`config.mk`:
```
export PLATFORM = sky130hd
export DESIGN_NAME = sq_dist_accum
export DESIGN_NICKNAME = d
export VERILOG_FILES = /design/src/rtl/svm_pkg.sv /design/src/rtl/sm_square.sv /design/src/rtl/sq_dist_accum.sv
export SDC_FILE = /design/constraint.sdc
export NUM_CORES = 1
export LEC_CHECK = 0
export BUFFER_PORTS_ARGS = -buffer_cell sky130_fd_sc_hd__buf_2
export CAP_MARGIN = 5
export CORE_UTILIZATION = 45
export DETAILED_ROUTE_END_ITERATION = 6
export GPL_TIMING_DRIVEN = 0
export MAX_ROUTING_LAYER = met4
export PLACE_DENSITY = 0.59
export SLEW_MARGIN = 5
export SYNTH_ARGS = -nofsm -noshare
export SYNTH_HDL_FRONTEND = slang
export SYNTH_HIERARCHICAL = 1
export SYNTH_SLANG_ARGS = --single-unit
```
`constraint.sdc`:
```
create_clock -name clk -period 11.8 [get_ports clk]
set_input_delay 2.36 -clock clk [delete_from_list [all_inputs] [get_ports clk]]
set_output_delay 2.36 -clock clk [all_outputs]
set_load 0.02 [all_outputs]
```
`src/rtl/svm_pkg.sv`:
```
// Shared definitions for the RBF-kernel datapath: default sizes, accumulator
// width, accumulator control states and sign-magnitude field helpers.
package svm_pkg;

    localparam int unsigned XLEN_PIXEL_DEF = 8;
    localparam int unsigned N_FEATURES_DEF = 16;

    typedef enum logic [1:0] {
        ST_ACCEPT = 2'd0,
        ST_DRAIN  = 2'd1,
        ST_HOLD   = 2'd2
    } state_e;

    // Sum of n squares of (2*xlen-1)-bit magnitudes can never overflow this width.
    function automatic int unsigned acc_width(input int unsigned xlen, input int unsigned n);
        return 2 * (2 * xlen - 1) + $clog2(n);
    endfunction

    function automatic logic sm_sign(input logic [63:0] v, input int unsigned w);
        logic [63:0] t;
        t = v >> (w - 1);
        return t[0];
    endfunction

    function automatic logic [63:0] sm_mag(input logic [63:0] v, input int unsigned w);
        return v & ((64'd1 << (w - 1)) - 64'd1);
    endfunction

endpackage

```
`src/rtl/sm_square.sv`:
```
// Combinational unsigned magnitude squarer; kept separate so a DSP-mapped or
// pipelined multiplier can be dropped in without touching the accumulator.
module sm_square #(
    parameter int unsigned MAG_W = 15
) (
    input  logic [MAG_W-1:0]   mag_i,
    output logic [2*MAG_W-1:0] sq_o
);

    assign sq_o = {{MAG_W{1'b0}}, mag_i} * {{MAG_W{1'b0}}, mag_i};

endmodule

```
`src/rtl/sq_dist_accum.sv`:
```
// Squares sign-magnitude differences beat by beat and accumulates N_FEATURES of
// them into a squared Euclidean distance, returned over a valid/ready handshake.
module sq_dist_accum
    import svm_pkg::*;
#(
    parameter int unsigned XLEN_PIXEL = XLEN_PIXEL_DEF,
    parameter int unsigned N_FEATURES = N_FEATURES_DEF,
    parameter int unsigned ACC_W      = acc_width(XLEN_PIXEL, N_FEATURES)
) (
    input  logic                    clk,
    input  logic                    rst,
    input  logic                    flush,
    input  logic [2*XLEN_PIXEL-1:0] diff_in,
    input  logic                    in_valid,
    output logic                    in_ready,
    output logic [ACC_W-1:0]        dist_out,
    output logic                    out_valid,
    input  logic                    out_ready
);

    localparam int unsigned MAG_W = 2 * XLEN_PIXEL - 1;
    localparam int unsigned SQ_W  = 2 * MAG_W;
    localparam int unsigned CNT_W = $clog2(N_FEATURES);
    localparam logic [CNT_W-1:0] LAST_IDX = CNT_W'(N_FEATURES - 1);

    state_e state_q, state_d;
    logic [CNT_W-1:0] count_q, count_d;

    logic [MAG_W-1:0] mag;
    logic [MAG_W-1:0] mag_q;
    logic             cap_valid_q, cap_first_q, cap_last_q;

    logic [SQ_W-1:0]  sq;
    logic [SQ_W-1:0]  sq_q;
    logic             sq_valid_q, sq_first_q, sq_last_q;

    logic [ACC_W-1:0] acc_q, acc_next, dist_q;
    logic             out_valid_q;
    logic             beat_fire, out_fire;

    assign in_ready  = (state_q == ST_ACCEPT);
    assign out_valid = out_valid_q;
    assign dist_out  = dist_q;
    assign beat_fire = in_valid & in_ready;
    assign out_fire  = out_valid_q & out_ready;

    // Sign bit is dropped here, so negative zero squares to zero.
    assign mag = MAG_W'(sm_mag(64'(diff_in), 2 * XLEN_PIXEL));

    sm_square #(
        .MAG_W(MAG_W)
    ) u_sm_square (
        .mag_i(mag_q),
        .sq_o (sq)
    );

    assign acc_next = sq_first_q ? ACC_W'(sq_q) : acc_q + ACC_W'(sq_q);

    always_comb begin
        state_d = state_q;
        count_d = count_q;
        if (flush) begin
            state_d = ST_ACCEPT;
            count_d = '0;
        end else begin
            case (state_q)
                ST_ACCEPT: begin
                    if (beat_fire) begin
                        if (count_q == LAST_IDX) begin
                            count_d = '0;
                            state_d = ST_DRAIN;
                        end else begin
                            count_d = count_q + CNT_W'(1);
                        end
                    end
                end
                ST_DRAIN: begin
                    if (sq_valid_q && sq_last_q) state_d = ST_HOLD;
                end
                ST_HOLD: begin
                    if (out_fire) state_d = ST_ACCEPT;
                end
                default: state_d = ST_ACCEPT;
            endcase
        end
    end

    always_ff @(posedge clk or posedge rst) begin
        if (rst) begin
            state_q     <= ST_ACCEPT;
            count_q     <= '0;
            mag_q       <= '0;
            cap_valid_q <= 1'b0;
            cap_first_q <= 1'b0;
            cap_last_q  <= 1'b0;
            sq_q        <= '0;
            sq_valid_q  <= 1'b0;
            sq_first_q  <= 1'b0;
            sq_last_q   <= 1'b0;
            acc_q       <= '0;
            dist_q      <= '0;
            out_valid_q <= 1'b0;
        end else begin
            state_q <= state_d;
            count_q <= count_d;
            if (flush) begin
                cap_valid_q <= 1'b0;
                sq_valid_q  <= 1'b0;
                acc_q       <= '0;
                out_valid_q <= 1'b0;
            end else begin
                cap_valid_q <= beat_fire;
                if (beat_fire) begin
                    mag_q       <= mag;
                    cap_first_q <= (count_q == '0);
                    cap_last_q  <= (count_q == LAST_IDX);
                end
                sq_valid_q <= cap_valid_q;
                if (cap_valid_q) begin
                    sq_q       <= sq;
                    sq_first_q <= cap_first_q;
                    sq_last_q  <= cap_last_q;
                end
                if (sq_valid_q) begin
                    acc_q <= acc_next;
                    if (sq_last_q) begin
                        dist_q      <= acc_next;
                        out_valid_q <= 1'b1;
                    end
                end else if (out_fire) begin
                    out_valid_q <= 1'b0;
                end
            end
        end
    end

endmodule

```
==> results.json, run 1 <==
{
  "status": "completed",
  "cts_hold_buf": 0,
  "synth_simple_gate_area_share_pct": 13.79,
  "portBuffers": 55,
  "synth_top_family_by_area": "adder cells",
  "worstHoldStart": "dist_out[8]$_DFFE_PP0P_",
  "critical_path_class": "reg -> reg",
  "regArea_sq_um": 3153,
  "post-cts-setup-buffers": 0,
  "critPathBufInv": 4,
  "start_util_pct": 46.30,
  "crit_top_cell": "fa_1",
  "grt_pass1_vias": 10857,
  "via_per_inst": 5.391,
  "setup_viol": 0,
  "netlist_area_sq_um": 13470,
  "crit_start": "mag_q[6]$_DFFE_PP0P_",
  "min_period_ns": 6.803,
  "die_area_sq_um": 30630,
  "nNetsFinal": 1827,
  "critPathSlowestCell": "dfrtp_1",
  "crit_family": "adder cells",
  "yosysUniqueCellTypes": 71,
  "worst_pin_slew_ns": 1.035,
  "worstPathArrival_ns": 7.11,
  "rsz0062_at_grt": "false",
  "fin_setup_tns_ns": 0,
  "avgSynthCellArea_sq_um": 9.175,
  "tritoncts": "yes",
  "cts_num_sinks": 126,
  "ys.flop_type": "dfrtp_1",
  "antenna_found_initial": 0,
  "hold_viol": 0,
  "place.detailed.hpwl_mm": 26.49,
  "drt_iter0_drc": 664,
  "die_w_microns": 175.0,
  "cts_buffers": 17,
  "coreArea_sq_um": 29090,
  "clock_latency_ns": 0.43,
  "crit_path_end_kind": "flip-flop",
  "finalCritPeriodShare_pct": 57.65,
  "crit_required_ns": 12.11,
  "grt_max_degree": 86,
  "critPathMaxStageDelay_ns": 0.63,
  "die_h_microns": 175.0,
  "gp_congestion": 0.9040,
  "clock.fmax_mhz": 147.0,
  "r2r-start": "mag_q[6]$_DFFE_PP0P_",
  "post-route-drc-count": 0,
  "grtUsageTotal_pct": 24.18,
  "drtPass1Iterations": 6,
  "routed_wl_mm": 33.10,
  "synth_nets": 1752,
  "post_cts_resized": 0,
  "root_buffer": "clkbuf_16",
  "drtAntennaViolNets": 0,
  "ios": 57,
  "slew_violations": 0,
  "yosys_warnings": 6,
  "grt_pass1_wl_mm": 56.08,
  "maxCapViolCount": 0,
  "antenna_cells": 0,
  "area_growth_pct": 10.68,
  "layout-drive-gt1-share_pct": 11.18,
  "start_kind": "flip-flop",
  "fillers": 2817,
  "ys_seq_area_share_pct": 23.41,
  "synth_fa_ha_area_share_pct": 32.12,
  "wl_per_cell_microns": 17.06,
  "multi_input_area_sq_um": 9148,
  "synthArstFlopShare_pct": 100.0,
  "synth-edff-count": 0,
  "synthCells": 1468,
  "fin_skew_ns": 0.01478,
  "yosys_register_bits": 126,
  "num_vias": 10459,
  "rows": 62,
  "h-tree-depth": 4,
  "cp_max_fo": 10,
  "synth-compound-area-share_pct": 12.82,
  "crit_chain": "clkbuf_1 > nand2_1 > fa_1 > fa_1 > inv_1 > fa_1 > fa_1 > fa_1 > inv_1 > fa_1 > inv_1 > ha_1 > nand2_1 > nor4_1 > a22oi_1 > a21oi_1 > mux2i_1 > o211ai_1 > mux2_2",
  "clk_path_buf_depth": 2,
  "grt-ovfl-total": 0,
  "slew_headroom_pct": 30.74,
  "synthMuxAreaShare_pct": 5.053,
  "path_clk_slew_ns": 0.07,
  "hold_path_class": "reg -> reg",
  "synth-xor-area-share_pct": 4.097
}
-- cell type report --
class                      count  share of cell area (%)
clock buffer                  17                   2.854
clock inverter                15                   1.511
multi-input combinational   1045                   61.36
sequential                   126                   21.15
tap                          384                   3.223
buffer                        63                   1.947
timing repair buffer          56                   2.031
inverter                     234                   5.925
-- kinds of logic after synthesis --
| kind of cell | Yosys count |
|---|---|
| other cells | 1 |
| mux | 62 |
| simple gates | 390 |
| xor+xnor | 63 |
| compound gates | 266 |
| fa+ha+maj | 263 |
| buf+inv | 297 |
| flops | 126 |
-- Yosys cell counts, types with 14 or more instances --
cell | n | area [sq um]
dfrtp_1 | 126 | 3153
nor2_1 | 80 | 300.3
and2_1 | 47 | 294.0
a21oi_1 | 71 | 355.3
nand2_1 | 150 | 563.0
xor2_1 | 26 | 227.7
nand3_1 | 24 | 120.1
a21o_1 | 19 | 142.6
fa_1 | 138 | 2763
clkbuf_1 | 43 | 161.4
nor2b_1 | 14 | 87.58
xnor2_1 | 37 | 324.1
mux2_2 | 48 | 540.5
ha_1 | 125 | 1564
inv_1 | 233 | 874.6
a211oi_1 | 21 | 157.7
o21ai_0 | 64 | 320.3
mux2i_1 | 14 | 140.1
nand2b_1 | 15 | 93.84
-- cell usage in the layout, fill, tap and decap left out, types with 17 or more instances in the layout --
| cell type | count |
|---|---|
| a211oi_1 | 21 |
| a21o_1 | 19 |
| a21oi_1 | 71 |
| and2_1 | 47 |
| buf_2 | 61 |
| clkbuf_1 | 43 |
| clkbuf_16 | 17 |
| dfrtp_1 | 126 |
| fa_1 | 138 |
| ha_1 | 125 |
| inv_1 | 232 |
| mux2_2 | 48 |
| nand2_1 | 150 |
| nand3_1 | 24 |
| nor2_1 | 80 |
| o21ai_0 | 64 |
| xnor2_1 | 37 |
| xor2_1 | 26 |
-- registers in the layout, summed over array words and instances, names as in the netlist --
name,flops
sq_valid_q,1
dist_out,34
sq_last_q,1
state_q,2
out_valid,1
mag_q,15
cap_valid_q,1
cap_first_q,1
count_q,4
sq_first_q,1
cap_last_q,1
acc_q,34
sq_q,30
-- metal layers --
layer	up-vias	wire length, microns	global-route usage [%]
met2	261	15360	38.06
met3	45	1477	3.220
met1	5184	15610	32.56
met5	-	0	-
met4	0	648	7.065
li1	4969	-	-
-- final timing paths --
check / to / slack (ns) / cells past startpoint
min: dist_out[8]$_DFFE_PP0P_ / 0.47 / 2
max reg2reg: sq_q[26]$_DFFE_PP0P_ / 5.00 / 19
max in group asynchronous: mag_q[5]$_DFFE_PP0P_ / 9.09 / 3
min in group asynchronous: dist_out[5]$_DFFE_PP0P_ / 1.93 / 2
max: sq_q[26]$_DFFE_PP0P_ / 5.00 / 19
min reg2reg: dist_out[8]$_DFFE_PP0P_ / 0.47 / 2
-- worst min-delay path: cells and delay by family, from the launching register on --
| family | cells | cell delay [ns] |
|---|---|---|
| AOI/OAI and AO/OA | 1 | 0.06 |
| DFF | 1 | 0.34 |
| and+or+nand+nor | 1 | 0.04 |
-- through the flow --
step | instances | util [%] | worst slack [ns] | instance area, sq um | hold slack [ns]
3_5_place_dp | 1908 | 49.01 | 5.114 | 14260 | 0.4652
2_1_floorplan | 1468 | - | 5.982 | 13470 | 0.4498
5_1_grt | 1940 | 51.25 | 4.689 | 14910 | 0.4970
3_3_place_gp | 1907 | 48.90 | 4.411 | 14220 | 0.4615
6_report | 1940 | 51.25 | 4.997 | 14910 | 0.4719
4_1_cts | 1940 | 51.25 | 5.084 | 14910 | 0.4794
Power of run 1 is left out: the tool's default activity adds up to more than one toggle a clock period on the data nets, which glitch-free logic cannot reach.
==> run 2: changes to the inputs <==
PLACE_DENSITY = 0.62   (was 0.59)
clock period = 5.94 ns   (was 11.8 ns; I/O delays follow)
==> results.json, run 2 (synthesis results as in run 1) <==
{
  "coreArea_sq_um": 29090,
  "cts_buffers": 17,
  "drtPass1Iterations": 5,
  "tritoncts": "yes",
  "layout_setup_ws_ns": -0.1195,
  "die_h_microns": 175.0,
  "finalCritPeriodShare_pct": 102.0,
  "grt-ovfl-total": 0,
  "clk_path_buf_depth": 2,
  "final_common_cell": "inv_1",
  "crit_required_ns": 6.25,
  "via_per_inst": 5.344,
  "layout-drive-gt1-share_pct": 22.58,
  "die_area_sq_um": 30630,
  "crit_start": "mag_q[8]$_DFFE_PP0P_",
  "antenna_found_initial": 0,
  "critical_path_class": "reg -> reg",
  "min_period_ns": 6.060,
  "ff2ff_path_depth": 23,
  "fin_skew_ns": 0.01202,
  "portBuffers": 55,
  "antenna_cells": 0,
  "slew_headroom_pct": 38.13,
  "grt_max_degree": 88,
  "worst_pin_slew_ns": 0.9246,
  "rows": 62,
  "violations": "negative setup slack",
  "path_clk_slew_ns": 0.06,
  "hold_viol": 0,
  "grt_pass1_wl_mm": 59.02,
  "setup.worst_path.end": "sq_q[26]$_DFFE_PP0P_",
  "crit_path_end_kind": "flip-flop",
  "post-route-drc-count": 0,
  "ios": 57,
  "place.detailed.hpwl_mm": 26.43,
  "die_w_microns": 175.0,
  "rsz0062_at_grt": "true",
  "drtAntennaViolNets": 0,
  "status": "complete, but fails checks",
  "r2r-start": "mag_q[8]$_DFFE_PP0P_",
  "worstReg2RegEnd": "sq_q[26]$_DFFE_PP0P_",
  "hold_path_class": "reg -> reg",
  "cts_num_sinks": 126,
  "dp_cells": 1908,
  "drt_iter0_drc": 593,
  "final_cell_area_sq_um": 16120,
  "start_util_pct": 46.30,
  "final_cells": 2009,
  "num_vias": 10736,
  "maxCapViolCount": 0,
  "detailed_place.area_sq_um": 14260,
  "postLayoutCoreUtil_pct": 55.43,
  "gp_congestion": 0.9011,
  "clock.fmax_mhz": 165.0,
  "root_buffer": "clkbuf_16",
  "wl_per_cell_microns": 17.60,
  "area_growth_pct": 19.71,
  "start_kind": "flip-flop",
  "slew_violations": 0,
  "h-tree-depth": 4,
  "worstPathArrival_ns": 6.37,
  "grtUsageTotal_pct": 25.48,
  "rrSetupSlack_ns": -0.12,
  "layout_common_cells": "inv_1 (208), nand2_1 (134), fa_1 (129), ha_1 (115), dfrtp_1 (112)",
  "grt_pass1_vias": 11440,
  "cp_max_fo": 10,
  "nNetsFinal": 1896,
  "worstHoldStart": "dist_out[8]$_DFFE_PP0P_",
  "clock_latency_ns": 0.43,
  "routed_wl_mm": 35.36,
  "setup_viol": 2
}
==> run 2: cell count changes in the layout (fill, tap and decap cells not counted), moves of 15 or more <==
cell and change:
inv_1 -24, clkbuf_1 -15, nand2_1 -16, inv_2 +23, buf_6 +15, buf_4 +56
==> run 2: worst min path at each step <==
stage / endpoint / slack (ns) / cells after the start
2_1_floorplan: sq_first_q$_DFFE_PP0P_ / 0.45 / 2
3_3_place_gp: dist_out[14]$_DFFE_PP0P_ / 0.46 / 2
3_5_place_dp: dist_out[12]$_DFFE_PP0P_ / 0.46 / 2
4_1_cts: dist_out[8]$_DFFE_PP0P_ / 0.48 / 2
5_1_grt: dist_out[8]$_DFFE_PP0P_ / 0.50 / 2
6_report: dist_out[8]$_DFFE_PP0P_ / 0.47 / 2
==> run 2: metal layers <==
layer	track usage [%]	vias to the layer above	part of all wire [%]
li1	-	5109	-
met1	33.82	5309	45
met2	40.11	268	47
met3	3.742	50	5.3
met4	8.152	0	2.3
met5	-	-	0
==> run 2: repair_timing <==
| item | in CTS | in global routing |
|---|---|---|
| resized for setup | 120 | 94 |
| setup endpoints to repair | 17 | 13 |
| hold buffers | 0 | 0 |
| setup buffers | 46 | 24 |
| hold endpoints to repair | 0 | 0 |
| pin swaps | 24 | 73 |
==> run 2: area by class of cell <==
cell class	count	area, sq um
inverter	234	888.4
sequential	126	3171
tap	384	480.5
clock buffer	19	452.9
buffer	62	516.7
fill	2630	12970
timing repair buffer	126	910.9
multi-input combinational	1045	9565
clock inverter	13	138.9
==> run 2: critical path, cell delays in order (launching register included) <==
cell	delay, ns
dfrtp_2	0.43
buf_12	0.14
clkbuf_16	0.16
nand2_4	0.07
inv_1	0.05
fa_1	0.48
inv_1	0.05
fa_1	0.49
inv_1	0.06
fa_1	0.55
fa_2	0.46
fa_1	0.56
inv_2	0.04
fa_1	0.49
inv_2	0.05
ha_4	0.29
nand4_1	0.27
buf_4	0.25
nor2_4	0.11
a22oi_2	0.12
a21oi_2	0.25
mux2i_1	0.21
o211ai_1	0.11
mux2_4	0.27
==> run 2: stage by stage <==
stage	worst slack, ns	setup TNS, ns	hold slack, ns
floorplan	0.1217	0	0.4498
finish	-0.1195	-0.1579	0.4710
global placement	-0.6610	-44.57	0.4624
CTS	0.0009268	0	0.4786
detailed placement	-0.7198	-6.705	0.4650
global route	-0.2305	-1.056	0.5034
Power of run 2 is left out for the same reason.
